## src/rtl/alu_resp_monitor_pkg.sv

```systemverilog
// alu_resp_monitor_pkg: FSM state encodings, ALU flag bit positions and default widths
// shared by the ALU response monitor and its FIFO.
package alu_resp_monitor_pkg;

    typedef enum logic [1:0] {
        ST_IDLE = 2'd0,
        ST_RUN  = 2'd1,
        ST_HALT = 2'd2
    } state_t;

    localparam int FLG_Z = 0;
    localparam int FLG_N = 1;
    localparam int FLG_C = 2;
    localparam int FLG_V = 3;

    localparam int DEF_WIDTH  = 8;
    localparam int DEF_FLAG_W = 4;
    localparam int DEF_DEPTH  = 8;
    localparam int DEF_CNT_W  = 8;

endpackage

```

## src/rtl/alu_mon_fifo.sv

```systemverilog
// alu_mon_fifo: show-ahead FIFO; head entry is presented combinationally, zero when empty.
// Writes while full and pops while empty are ignored; clr flushes synchronously.
module alu_mon_fifo #(
    parameter int W     = 8,
    parameter int DEPTH = 8,
    localparam int AW   = $clog2(DEPTH),
    localparam int CW   = AW + 1
) (
    input  logic          clk,
    input  logic          rst,
    input  logic          clr,
    input  logic          wr_en,
    input  logic [W-1:0]  wr_data,
    input  logic          rd_en,
    output logic [W-1:0]  rd_data,
    output logic [CW-1:0] count,
    output logic          full,
    output logic          empty
);

    logic [W-1:0]  mem [DEPTH];
    logic [AW-1:0] wr_ptr;
    logic [AW-1:0] rd_ptr;
    logic          wr;
    logic          rd;

    assign full    = count == CW'(DEPTH);
    assign empty   = count == '0;
    assign wr      = wr_en && !full && !clr;
    assign rd      = rd_en && !empty && !clr;
    assign rd_data = empty ? '0 : mem[rd_ptr];

    // Pointers wrap naturally since DEPTH is a power of two; count tells full from empty.
    always_ff @(posedge clk or posedge rst) begin
        if (rst) begin
            wr_ptr <= '0;
            rd_ptr <= '0;
            count  <= '0;
        end else if (clr) begin
            wr_ptr <= '0;
            rd_ptr <= '0;
            count  <= '0;
        end else begin
            if (wr) wr_ptr <= wr_ptr + AW'(1);
            if (rd) rd_ptr <= rd_ptr + AW'(1);
            count <= count + CW'(wr) - CW'(rd);
        end
    end

    always_ff @(posedge clk) begin
        if (wr) mem[wr_ptr] <= wr_data;
    end

endmodule

```

## src/rtl/alu_resp_monitor.sv

```systemverilog
// alu_resp_monitor: accepts ALU results, compares them to expectations, queues {result, flags,
// mismatch} and counts mismatches (saturating). ALU_MON_STOP_ON_ERR_EN enables halt-on-mismatch.
module alu_resp_monitor
    import alu_resp_monitor_pkg::*;
#(
    parameter int WIDTH  = DEF_WIDTH,
    parameter int FLAG_W = DEF_FLAG_W,
    parameter int DEPTH  = DEF_DEPTH,
    parameter int CNT_W  = DEF_CNT_W
) (
    input  logic                     clk,
    input  logic                     rst,
    input  logic                     clr,
    input  logic                     res_valid,
    output logic                     res_ready,
    input  logic [WIDTH-1:0]         res_data,
    input  logic [FLAG_W-1:0]        res_flags,
    input  logic [WIDTH-1:0]         exp_data,
    input  logic [FLAG_W-1:0]        exp_flags,
    input  logic                     rd_en,
    output logic [WIDTH-1:0]         rd_data,
    output logic [FLAG_W-1:0]        rd_flags,
    output logic                     rd_mismatch,
    output logic                     empty,
    output logic                     full,
    output logic [$clog2(DEPTH):0]   count,
    output logic [CNT_W-1:0]         err_count,
    output logic                     halted
);

    localparam int EW = WIDTH + FLAG_W + 1;

    state_t          state;
    state_t          state_nxt;
    logic            mismatch;
    logic            accept;
    logic [EW-1:0]   head;

    assign mismatch = (res_data != exp_data) || (res_flags != exp_flags);
    assign accept   = res_valid && res_ready;
    assign {rd_data, rd_flags, rd_mismatch} = head;

    always_ff @(posedge clk or posedge rst) begin
        if (rst) state <= ST_IDLE;
        else     state <= state_nxt;
    end

    // Ready depends only on state and occupancy so upstream never sees a combinational loop.
    always_comb begin
        res_ready = !full && state != ST_HALT;
`ifdef ALU_MON_STOP_ON_ERR_EN
        halted    = state == ST_HALT;
        state_nxt = clr                             ? ST_IDLE :
                    (accept && mismatch)            ? ST_HALT :
                    (accept && state == ST_IDLE)    ? ST_RUN  : state;
`else
        halted    = 1'b0;
        state_nxt = clr                             ? ST_IDLE :
                    (accept && state == ST_IDLE)    ? ST_RUN  : state;
`endif
    end

    always_ff @(posedge clk or posedge rst) begin
        if (rst)                                          err_count <= '0;
        else if (clr)                                     err_count <= '0;
        else if (accept && mismatch && err_count != '1)   err_count <= err_count + CNT_W'(1);
    end

    alu_mon_fifo #(
        .W     (EW),
        .DEPTH (DEPTH)
    ) u_fifo (
        .clk     (clk),
        .rst     (rst),
        .clr     (clr),
        .wr_en   (accept),
        .wr_data ({res_data, res_flags, mismatch}),
        .rd_en   (rd_en),
        .rd_data (head),
        .count   (count),
        .full    (full),
        .empty   (empty)
    );

endmodule

```

## config.mk

```make
export PLATFORM = sky130hd
export DESIGN_NAME = alu_resp_monitor
export DESIGN_NICKNAME = d
export VERILOG_FILES = /design/src/rtl/alu_resp_monitor_pkg.sv /design/src/rtl/alu_mon_fifo.sv /design/src/rtl/alu_resp_monitor.sv
export SDC_FILE = /design/constraint.sdc
export NUM_CORES = 1
export LEC_CHECK = 0
export ABC_AREA = 1
export CAP_MARGIN = 25
export CORE_MARGIN = 5
export CORE_UTILIZATION = 30
export CTS_CLUSTER_DIAMETER = 80
export DETAILED_ROUTE_END_ITERATION = 8
export HOLD_SLACK_MARGIN = 0.12
export PLACE_DENSITY = 0.51
export SETUP_SLACK_MARGIN = 0.15
export SYNTH_ARGS = -nofsm -noshare
export SYNTH_HDL_FRONTEND = slang
export SYNTH_SLANG_ARGS = --single-unit
```

## constraint.sdc

```tcl
create_clock -name clk -period 6.6 [get_ports clk]
set_input_delay 0.66 -clock clk [delete_from_list [all_inputs] [get_ports clk]]
set_output_delay 0.66 -clock clk [all_outputs]
set_load 0.1 [all_outputs]
```

Yosys cells after proc, flatten, opt, wreduce, memory -nomap -nowiden. Memories as Yosys holds them, arrays and structs flattened. Index checks and enable logic that the tools add are counted.

Register bits: 20. Latch bits: 0. RAM bits: 104. Memory bits (read-only): 0. Bits of input ports: 29. Output and inout port bits: 29. Logic and storage cells: 47. Memories kept: 1.

Add/sub/neg operators: 5. Multipliers: 0. Divide/modulo/power cells: 0. Order comparisons: 0. Eq/ne operators: 5. Shift-type cells: 0. Mux-type cells: 12. Bitwise operators: 0. Reductions and logical operators: 19.

Memories: u_fifo.mem (depth 8, width 13, rd ports 1, clocked after memory_dff 0, write ports 1, RTL line alu_mon_fifo.sv:21) `logic [W-1:0] mem [DEPTH];`.

Operators by type and width (number): 8-bit two-way mux (2); 13-bit two-way mux (1); 3-bit two-way mux (4); 1-bit logical AND (9); 8-bit by 1-bit adder with 8-bit output (second input constant) (1); 8-bit inequality test (1); 8-bit inequality test (second input constant) (1); 2-bit nonzero test (4); 3-bit by 1-bit adder with 3-bit output (second input constant) (2); 4-bit by 1-bit adder with 4-bit output (1); 4-bit == test (second input constant) (1); 4-bit zero test (1); 2-bit two-way mux (2); 4-bit two-way mux (1); 4-bit inequality test (1); 4-bit by 1-bit subtractor with 4-bit output (1); 1-bit zero test (3); 2-bit zero test (1); 1-bit two-way mux (2); 2-bit inequality test (second input constant) (1); 1-bit logical OR (1).

Longest topological paths before layout.
Word-level depth: 9. Mapped depth: 12. Depth with buffers taken out: 12.

By module. Synthesis repeated with hierarchy kept, for this count alone.

Cells, all modules: 672. Area, all modules: 6055.8 um^2.

Modules (own cells, without submodules): alu_mon_fifo (instances 1, cells an instance 533, area an instance 5231.3 um^2); alu_resp_monitor (instances 1, cells an instance 139, area an instance 824.5 um^2).

Least setup slack after synthesis. Ideal clock, no wire load.

Kind: reg2out. From: register u_fifo.count[2]. To: output port rd_data[0]. Arrival time: 3106 ps. Required time: 5940 ps. Slack: 2834 ps. Cell stages (with the launch flop): 7. Buffers on the path: 1. Cell sequence: dfrtp_1 -> inv_1 -> ha_1 -> nand3_1 -> clkbuf_1 -> o21ai_1 -> nor2_1.

Cells in the longest elaborated chain, start to end: 2.

RTL lines: start, declared (RTL line alu_mon_fifo.sv:16) `output logic [CW-1:0] count,`; start signal, assigned (RTL line alu_mon_fifo.sv:46) `count <= count + CW'(wr) - CW'(rd);`; 4-bit zero test (RTL line alu_mon_fifo.sv:28) `assign empty = count == '0;`; 13-bit two-way mux (RTL line alu_mon_fifo.sv:31) `assign rd_data = empty ? '0 : mem[rd_ptr];`; end, declared (RTL line alu_resp_monitor.sv:21) `output logic [WIDTH-1:0] rd_data,`.

No other way between the ends.

Worst setup path in the final report.
From: register u_fifo.rd_ptr[0]. To: output port rd_flags[3].

Cells in the longest elaborated chain, start to end: 2.

RTL lines: start, declared (RTL line alu_mon_fifo.sv:23) `logic [AW-1:0] rd_ptr;`; start signal, assigned (RTL line alu_mon_fifo.sv:45) `if (rd) rd_ptr <= rd_ptr + AW'(1);`; memory read 8 x 13 bit; 13-bit two-way mux (RTL line alu_mon_fifo.sv:31); end, declared (RTL line alu_resp_monitor.sv:22) `output logic [FLAG_W-1:0] rd_flags,`.

No other way between the ends.

==> results.ini <==
[hold_path]
min_path_type = reg2reg

[cells_and_area]
antenna_cells = 0
final_nets = 606
post-route-util = 0.377
area_growth_pct = 24.1
drive_gt1_frac = 0.124

[synth]
ys.flop_type = edfxtp_1
syn_area_um2 = 5680
yosysWarnings = 0
netlist-cell-type-count = 32
ys_ff_latch = 122
synthTopCellsByCount = 118 x nor2_1, 104 x edfxtp_1, 61 x nand2_1, 45 x o21ai_1, 40 x inv_1
synth_area_per_cell_um2 = 11.1
synth_nets = 553
seq_area_frac_synth = 0.629
synth_edf_count = 104
ys_async_sr_fraction = 0.148
synth_area_leaders = edfxtp_1 55%, dfrtp_1 7.9%, nor2_1 7.8%
synth.most_common_cell = nor2_1
synth_top_area_cell = edfxtp_1
postSynthCellCount = 514
synth_top_area_frac = 0.550

[outcome]
status = complete, no violations

[cts]
htreeDepth = 4
clockBufferDepth = 2
insertion_delay_ns = 0.41
cts_sinks = 122
cts_setup_buffers = 0
cts_tree = done
cts.clk_slew.worst_paths_ns = 0.06
cts_resized = 0
cts_root_buf = clkbuf_16
cts_made_buffers = 17
hold_buffers = 0

[global_route]
use_met3 = 0.0429
met2_usage = 0.214
grt_max_degree = 55
grt_use_met1 = 0.161
grt_antenna_before_repair = 0
grt_overflow = 0
grt_use_total = 0.130
grt_pass1_wl_um = 21600
grt_pass1_vias = 3875
busiest_layer = met2

[sta]
slew_headroom = 0.337
finalHoldViolations = 0
min_period_ns = 3.87
slew_violations = 0
setup_viol = 0
worstMarginPinSlew_ns = 0.992
fmax_mhz = 259
hold_slack_ns = 0.583
setup_tns_ns = 0
rsz0062_at_grt = no
finClkSkew_ns = 0.00514
fin_crit_sh = 0.586

[placement]
dp_hpwl_um = 8330
gp_congestion = 0.770
port_buffers = 56

[routing]
dr.pass1.iters = 5
vias_per_cell = 4.71
drc = 0
vias = 3834
first_iter_violations = 258
wire_per_inst_um = 16.6
routed_wl_um = 13500
postRouteAntennaNets = 0

[flow_run]
maxCapViolations = 0

[worst_setup_path]
required_ns = 5.94
critPathLaunchType = register
path_max_fanout = 53
crit_path_end_kind = output port
worstPathArrival_ns = 3.21
setup.worst_path.class = reg2out

[floorplan]
die_area_um2 = 21800
chipWidth_um = 148
io_pins = 58
placementRows = 50
core_um2 = 18700
start_util = 0.304
die_h_um = 148

[pwr]
power.density_nw_per_um2 = 467
leakage_nw = 2.65
irDropWorstVdd_mv = 0.307

[routing by layer]
| layer | part of all wire | up-vias |
|---|---|---|
| met3 | 0.060 | 12 |
| li1 | - | 1872 |
| met5 | 0 | - |
| met4 | 0.014 | 0 |
| met2 | 0.49 | 92 |
| met1 | 0.43 | 1858 |
[worst paths after layout]
kind,start,end,slack [ns],depth (start not counted)
max in group asynchronous,rst,u_fifo.rd_ptr[0],5.42,2
max reg2reg,u_fifo.count[2],u_fifo.count[2],3.79,11
max,u_fifo.rd_ptr[0],rd_flags[3],2.73,8
min,err_count[7],err_count[7],0.58,2
min in group asynchronous,rst,err_count[6],0.69,2
min reg2reg,err_count[7],err_count[7],0.58,2
[critical path, stage by stage, from the launching register on]
cell and delay [ns]:
dfrtp_1 0.38, buf_4 0.49, nor2_1 0.11, nor2_1 0.12, o21ai_1 0.08, o21ai_1 0.13
o21ai_1 0.07, nor2_1 0.22, clkdlybuf4s50_1 1.18
[cell type report]
class / count / area [µm²]
clock inverters: 14 / 218
flip-flops and latches: 122 / 3570
repair buffers: 58 / 576
clock buffers: 18 / 429
inverters: 43 / 164
multi-input cells: 325 / 1800
well taps: 234 / 293
fillers: 1784 / 11700
[stage by stage]
| stage | area [µm²] | setup slack, ns | std cells | power [mW] |
|---|---|---|---|---|
| floorplan | 5680 | 2.83 | 514 | 2.01 |
| global placement | 6410 | 3.16 | 782 | 2.30 |
| detailed placement | 6410 | 3.15 | 782 | 2.31 |
| CTS | 7050 | 2.69 | 814 | 3.33 |
| global route | 7050 | 2.56 | 814 | 3.46 |
| finish | 7050 | 2.73 | 814 | 3.30 |
[sequential cells by signal (all words and copies together) (netlist names)]
register       cells
err_count          8
u_fifo.count       4
u_fifo.mem       104
u_fifo.rd_ptr      3
u_fifo.wr_ptr      3
[placed cells by master, fill, tap and decap left out, drive strengths merged]
| cell type | instances |
|---|---|
| nor2 | 125 |
| clkinvlp | 1 |
| nand3 | 19 |
| clkdlybuf4s50 | 56 |
| xor2 | 4 |
| inv | 46 |
| nand4 | 9 |
| o32ai | 13 |
| nor3 | 1 |
| a21oi | 3 |
| ha | 9 |
| edfxtp | 104 |
| nand3b | 1 |
| clkbuf | 18 |
| xnor2 | 5 |
| fa | 1 |
| o21ai | 70 |
| nand2 | 64 |
| bufinv | 5 |
| buf | 2 |
| clkinv | 5 |
| conb | 1 |
| dfrtp | 18 |
[cell families (layout without fill, tap and decap cells)]
family	after synthesis	count (layout)	synth area share
compound gates	86	86	0.101
buf+inv	67	133	0.0579
xor+xnor	9	9	0.0139
flops	122	122	0.629
fa+ha+maj	10	10	0.0233
other cells	1	1	0.000660
simple gates	219	219	0.174
[power breakdown]
part           total, mW  switching [mW]  internal (mW)
combinational       1.38            1.04          0.339
sequential         0.898          0.0210          0.877
clock               1.02           0.345          0.672
total               3.30            1.41           1.89
Power figures use the tool's default switching activity.
